<file path="src/rtl/bus_clk_generator.sv">
// Burst bus-clock generator: emits num_pulses cycles of a divided clock on
// clk_out, with registered edge strobes, a busy flag and a done strobe.
module bus_clk_generator #(
    parameter int unsigned CLK_DIV    = 3,
    parameter int unsigned CNT_WIDTH  = 8,
    parameter bit          IDLE_LEVEL = 1'b0
) (
    input  logic                 sys_clk,
    input  logic                 rst,
    input  logic                 start,
    input  logic [CNT_WIDTH-1:0] num_pulses,
    input  logic                 stop,
    output logic                 clk_out,
    output logic                 rise_edge,
    output logic                 fall_edge,
    output logic                 busy,
    output logic                 done
);

    localparam int unsigned          DIV_W    = (CLK_DIV > 1) ? $clog2(CLK_DIV) : 1;
    localparam logic [DIV_W-1:0]     DIV_LAST = DIV_W'(CLK_DIV - 1);
    localparam logic [DIV_W-1:0]     DIV_ONE  = DIV_W'(1);
    localparam logic [CNT_WIDTH-1:0] CNT_ONE  = CNT_WIDTH'(1);

    typedef enum logic {
        IDLE,
        RUN
    } state_t;

    state_t               state_q,  state_d;
    logic [DIV_W-1:0]     hcnt_q,   hcnt_d;
    logic [CNT_WIDTH-1:0] pulses_q, pulses_d;
    logic                 stop_q,   stop_d;
    logic                 clk_q,    clk_d;
    logic                 rise_q,   rise_d;
    logic                 fall_q,   fall_d;
    logic                 busy_q,   busy_d;
    logic                 done_q,   done_d;
    logic                 stop_req;

    always_comb begin
        // NOTE: every next-state value gets a default first, so no path through
        // the case statement can leave a signal unassigned and infer a latch.
        state_d  = state_q;
        hcnt_d   = hcnt_q;
        pulses_d = pulses_q;
        stop_d   = stop_q;
        clk_d    = clk_q;
        rise_d   = 1'b0;
        fall_d   = 1'b0;
        busy_d   = busy_q;
        done_d   = 1'b0;
        stop_req = stop | stop_q;

        case (state_q)
            IDLE: begin
                if (start) begin
                    if (num_pulses == '0) begin
                        done_d = 1'b1;
                    end else begin
                        state_d  = RUN;
                        busy_d   = 1'b1;
                        hcnt_d   = '0;
                        pulses_d = num_pulses;
                        stop_d   = 1'b0;
                    end
                end
            end

            RUN: begin
                // An abort while parked at the idle level ends the burst at once
                // and suppresses any toggle that was due on this edge.
                if (stop_req && (clk_q == IDLE_LEVEL)) begin
                    state_d  = IDLE;
                    busy_d   = 1'b0;
                    done_d   = 1'b1;
                    stop_d   = 1'b0;
                    hcnt_d   = '0;
                    pulses_d = '0;
                end else begin
                    stop_d = stop_req;
                    if (hcnt_q == DIV_LAST) begin
                        hcnt_d = '0;
                        clk_d  = ~clk_q;
                        rise_d = ~clk_q;
                        fall_d = clk_q;
                        if (clk_q != IDLE_LEVEL) begin
                            pulses_d = (pulses_q != '0) ? pulses_q - CNT_ONE : '0;
                            if ((pulses_q <= CNT_ONE) || stop_req) begin
                                state_d  = IDLE;
                                busy_d   = 1'b0;
                                done_d   = 1'b1;
                                stop_d   = 1'b0;
                                pulses_d = '0;
                            end
                        end
                    end else begin
                        hcnt_d = hcnt_q + DIV_ONE;
                    end
                end
            end

            default: state_d = IDLE;
        endcase
    end

    always_ff @(posedge sys_clk) begin
        // NOTE: non-blocking assignments so every flop samples the pre-edge
        // values, independent of statement order.
        if (rst) begin
            state_q  <= IDLE;
            hcnt_q   <= '0;
            pulses_q <= '0;
            stop_q   <= 1'b0;
            clk_q    <= IDLE_LEVEL;
            rise_q   <= 1'b0;
            fall_q   <= 1'b0;
            busy_q   <= 1'b0;
            done_q   <= 1'b0;
        end else begin
            state_q  <= state_d;
            hcnt_q   <= hcnt_d;
            pulses_q <= pulses_d;
            stop_q   <= stop_d;
            clk_q    <= clk_d;
            rise_q   <= rise_d;
            fall_q   <= fall_d;
            busy_q   <= busy_d;
            done_q   <= done_d;
        end
    end

    assign clk_out   = clk_q;
    assign rise_edge = rise_q;
    assign fall_edge = fall_q;
    assign busy      = busy_q;
    assign done      = done_q;

endmodule

</file>
<file path="config.mk">
export PLATFORM = sky130hd
export DESIGN_NAME = bus_clk_generator
export DESIGN_NICKNAME = d
export VERILOG_FILES = /design/src/rtl/bus_clk_generator.sv
export SDC_FILE = /design/constraint.sdc
export NUM_CORES = 1
export LEC_CHECK = 0
export CAP_MARGIN = 20
export CELL_PAD_IN_SITES_DETAIL_PLACEMENT = 0
export CELL_PAD_IN_SITES_GLOBAL_PLACEMENT = 2
export CORE_AREA = 2 2 79 51
export CTS_BUF_LIST = sky130_fd_sc_hd__clkbuf_4 sky130_fd_sc_hd__clkbuf_8 sky130_fd_sc_hd__clkbuf_16
export CTS_CLUSTER_DIAMETER = 40
export CTS_CLUSTER_SIZE = 30
export DETAILED_ROUTE_END_ITERATION = 10
export DIE_AREA = 0 0 81 53
export GPL_TIMING_DRIVEN = 0
export PLACE_DENSITY = 0.83
export SYNTH_ARGS = -nofsm -noshare
export SYNTH_HDL_FRONTEND = slang
export SYNTH_SLANG_ARGS = --single-unit
</file>
<file path="constraint.sdc">
create_clock -name sys_clk -period 2.7 [get_ports sys_clk]
set_input_delay 0.405 -clock sys_clk [delete_from_list [all_inputs] [get_ports sys_clk]]
set_output_delay 0.405 -clock sys_clk [all_outputs]
set_load 0.005 [all_outputs]
</file>
== After elaboration in Yosys (flattened, before gate mapping) ==
Index checks and enable logic that the tools add are counted.

* Input bits: 12
* Register bits after elaboration: 17
* Output and inout port bits: 5
* Logic and storage cells: 73

* Reductions and logical operators: 9
* Equality and inequality tests: 6
* Muxes and demuxes: 41
* Add/subtract/negate cells: 2
* Magnitude comparators: 1
* Bitwise gates (word level): 5

{| class="wikitable"
|+ Operators by type and width
! cell !! number
|-
| $mux W8 || 7
|-
| $mux W1 || 24
|-
| $pmux W8 S2 || 1
|-
| $ne A3 B1 Y1 const B || 3
|-
| $le A8 B1 Y1 const B || 1
|-
| $logic_not A8 Y1 || 1
|-
| $mux W2 || 4
|-
| $pmux W1 S2 || 4
|-
| $reduce_bool A8 Y1 || 1
|-
| $sub A8 B1 Y8 const B || 1
|-
| $reduce_and A5 Y1 || 1
|-
| $ne A2 B2 Y1 const B || 2
|-
| $not A1 Y1 || 4
|-
| $pmux W2 S2 || 1
|-
| $reduce_and A4 Y1 || 1
|-
| $reduce_or A4 Y1 || 1
|-
| $reduce_and A3 Y1 || 1
|-
| $add A2 B1 Y2 const B || 1
|-
| $eq A2 B2 Y1 const B || 1
|-
| $reduce_and A2 Y1 || 1
|-
| $logic_and A1 B1 Y1 || 1
|-
| $logic_or A1 B1 Y1 || 1
|-
| $or A1 B1 Y1 || 1
|}

== Longest topological paths before layout ==
* Depth in word-level cells: 7
* Gate-level depth with buffers: 7
* Depth with buffers taken out: 6

== Worst setup path after synthesis ==
Ideal clock, no wire load.

* Path kind: flip-flop to flip-flop
* Start: register pulses_q[0]
* End: register pulses_q[7]
* Stages on the path, launching flop included: 8
* Buffers on the path: 1
* Period minus slack after synthesis: 1.898 ns
* Required time: 2.605 ns
* Library setup time: 0.095 ns
* Arrival: 1.803 ns
* Path slack: 0.802 ns
* Cells stage by stage: dfxtp_1 inv_1 ha_1 clkbuf_1 or3_1 a31oi_4 o21ai_0 a221oi_1

* Cells in the longest elaborated chain, start to end: 7
* Elaborated cells on any way between the ends: 10
* Those cells by class: 1 x add/sub; 1 x order compare; 6 x mux; 2 x reduce/logical

{| class="wikitable"
|+ Ends and longest elaborated chain
! item !! line !! source
|-
| start, declared || 32 || <nowiki>logic [CNT_WIDTH-1:0] pulses_q, pulses_d;</nowiki>
|-
| start signal, assigned || 123 || <nowiki>pulses_q <= pulses_d;</nowiki>
|-
| $sub A8 B1 Y8 (tied with other cells) || 88 || <nowiki>pulses_d = (pulses_q != '0) ? pulses_q - CNT_ONE : '0;</nowiki>
|-
| $mux W8 / $logic_or A1 B1 Y1 (equally long branches) || 88, 89 ||
|-
| $mux W8 (*) || 89 || <nowiki>if ((pulses_q <= CNT_ONE) || stop_req) begin</nowiki>
|-
| $mux W8 (*) || 87 || <nowiki>if (clk_q != IDLE_LEVEL) begin</nowiki>
|-
| $mux W8 (*) || 82 || <nowiki>if (hcnt_q == DIV_LAST) begin</nowiki>
|-
| $mux W8 (*) || 73 || <nowiki>if (stop_req && (clk_q == IDLE_LEVEL)) begin</nowiki>
|-
| $pmux W8 S2 (*) || 55 || <nowiki>case (state_q)</nowiki>
|}

Every way passes the cells marked *; elsewhere a longest branch is shown, timed or not. The select of a mux whose other input is x is not followed.
A chain may end at the register's enable or synchronous reset.

== Worst setup path in the final report ==
* Start: register pulses_q[0]
* End: register pulses_q[5]

The elaborated chain is that of the path after synthesis.

==> metrics <==
Req. time, crit path 2.87 ns; top-area cell type share of the netlist area 32.08%; largest cells by area after synthesis dfxtp_1 32%, ha_1 3.5%, a32oi_1 3.3%; post-synth top area cell dfxtp_1; critical path class register to register; Die Width 81 um; Final setup viols 0; initial antenna violation count 0; Post-Syn Area per Cell 8.992 um2; DP HPWL 2223 um; internal power 0.4689 mW; P per Cell Area 521.9 nW/um2; Starting Density 30.05%; # DRC 0; Worst-Skew Late Latency 0.26 ns; share of layout cells above drive strength 1 16.79%; setup repair bufs after CTS 0; Hold Crit Class register to register; DIE AREA 4293 um2; row count 17; post-cts resize count 0; pin count of the biggest net entering global routing 11; synth warn 0; die height 53 um; Root Driver clkbuf_8; Post-synth EDFFs 0; routed wire length 3026 um; Via Count 1048; crit-path cells inv_1, ha_1, clkbuf_1, or3_1, a31oi_4, a32oi_1, o32ai_1; first-pass GRT wire length 4926 um; distinct cell type count after synthesis 50; GRT overflow 0; min cycle time layout 2.252 ns; fin crit share 83.41%; Core ar. 3531 um2; syn nets 133; clock sink count 17; clock share of power 30.5%; Post-Syn Area 1061 um2; number of global-route vias before repair 946; sequential fraction of design power 41.8%; startpoint class of the critical path register; Final Power 0.6882 mW; final-layout fill cell count 375; post-route ant nets 0; initial DRC count 81; cts hold-fix bufs 0; number of diodes 0; Gate power share 27.7%; Total GRT Usage 15.55%; worst IR drop on VDD 0.2420 mV; CTS Buffer Depth 2; Worst setup EP type register; max cap viols 0; slew margin rel. 62.75%; Worst Skew 0.002975 ns; status completed; Worst Path Arrival 2.42 ns; switching power 0.2194 mW; Main synth FF type dfxtp_1; H-tree levels 1; most frequent cells in the layout 17 x dfxtp_1, 15 x clkdlybuf4s50_1, 8 x nand2_1, 7 x inv_1, 7 x nor2_1; drt wl/cell 16.45 um; iteration count of the initial detailed-routing pass 4; Pins Over Slew Limit 0; final hold violations 0; gpl congestion 0.8855; top-level I/O count 17; ys async rst share 0%; synthesized instance count 118; slowest cell delay on critical path 0.45 ns; #FFs+latches synth 17; Net Sw Frac 31.87%; register area share after synthesis 32.08%; Crit Path Max Fanout 8; Pleak 0.4686 nW; nets 153; worst-margin pin slew 0.5588 ns; most common cell after layout, fill and taps aside dfxtp_1; clk slew on worst S/H paths 0.07 ns; Worst path slowest cell or3_1; RSZ-0062 raised after global routing no; final setup TNS 0 ns; area delta synth->final 24.29%; total CTS buffers 3; vias per cell 5.696; # port buffers 15; CTS tree done; Max Clock Freq 444.0 MHz
-- sequential cells by signal, summed over array words and instances, names as in the netlist --
| name | flops |
|---|---|
| stop_q | 1 |
| done | 1 |
| fall_edge | 1 |
| state_q | 1 |
| hcnt_q | 2 |
| pulses_q | 8 |
| busy | 1 |
| rise_edge | 1 |
| clk_out | 1 |
-- stage by stage --
step	std cells	utilization [%]	hold slack, ns	worst slack [ns]	area [um2]
after CTS	184	37.35	0.4695	0.4704	1319
after global placement	180	35.97	0.4450	0.3685	1270
after floorplan	118	-	0.4517	0.8019	1061
after detailed placement	180	35.97	0.4579	0.3769	1270
final	184	37.35	0.4616	0.4480	1319
after global routing	184	37.35	0.4890	0.2841	1319
-- cell families after synthesis --
group                    count (synthesis)  share of synthesized area [%]
AND/OR/NAND/NOR                         44                          25.95
flip-flops                              17                          32.08
buffers and inverters                   16                          7.782
adder cells (fa/ha/maj)                  3                          3.538
multiplexers                             1                         0.9434
AO/OA/AOI/OAI                           37                          29.72
-- area by class of cell --
| type | instances | area (um2) | area share, % |
|---|---|---|---|
| Buffer | 8 | 52.55 | 3.985 |
| Timing Repair Buffer | 15 | 150.1 | 11.39 |
| Sequential cell | 17 | 340.3 | 25.81 |
| Inverter | 8 | 30.03 | 2.277 |
| Tap cell | 47 | 58.81 | 4.459 |
| Multi-Input combinational cell | 85 | 638.1 | 48.39 |
| Clock buffer | 4 | 48.80 | 3.700 |
-- synthesized netlist by cell type, types with 3 or more instances --
library cell  instances
a211oi_1              3
ha_1                  3
dfxtp_1              17
a221oi_1              3
a22oi_1               3
nand2_1               8
o21ai_0               3
nor3b_1               3
inv_1                 7
nor3_2                3
nor4_1                5
clkbuf_1              4
nor2_1                7
a32oi_1               4
o32ai_1               3
-- power by group through the flow --
stage | Clock (mW) | Sequential, mW | Combinational (mW)
2_1_floorplan | 0 | 0.288 | 0.132
3_3_place_gp | 0 | 0.293 | 0.186
3_5_place_dp | 0 | 0.294 | 0.187
4_1_cts | 0.218 | 0.288 | 0.188
5_1_grt | 0.229 | 0.291 | 0.208
6_report | 0.210 | 0.288 | 0.190
-- worst paths after layout --
path | from | to | slack [ns] | cells past startpoint
min | busy | busy | 0.46 | 2
min reg2reg | busy | busy | 0.46 | 2
max | pulses_q[0] | pulses_q[5] | 0.45 | 7
max reg2reg | pulses_q[0] | pulses_q[5] | 0.45 | 7
-- worst max-delay path: cells and delay by family (launching register included) --
family	cells	cell delay, ns
AND/OR/NAND/NOR	1	0.45
flip-flops	1	0.44
AO/OA/AOI/OAI	3	0.74
adder cells (fa/ha/maj)	1	0.21
buffers and inverters	2	0.33
-- per-layer routing --
| metal | vias to the layer above | part of all wire [%] | track usage (%) |
|---|---|---|---|
| li1 | 497 | - | - |
| met1 | 504 | 50 | 23.42 |
| met3 | 4 | 9.1 | 4.266 |
| met5 | - | 0 | 0 |
| met2 | 43 | 41 | 21.90 |
| met4 | 0 | 0.56 | 2.542 |
(Power assumes the default switching activity.)
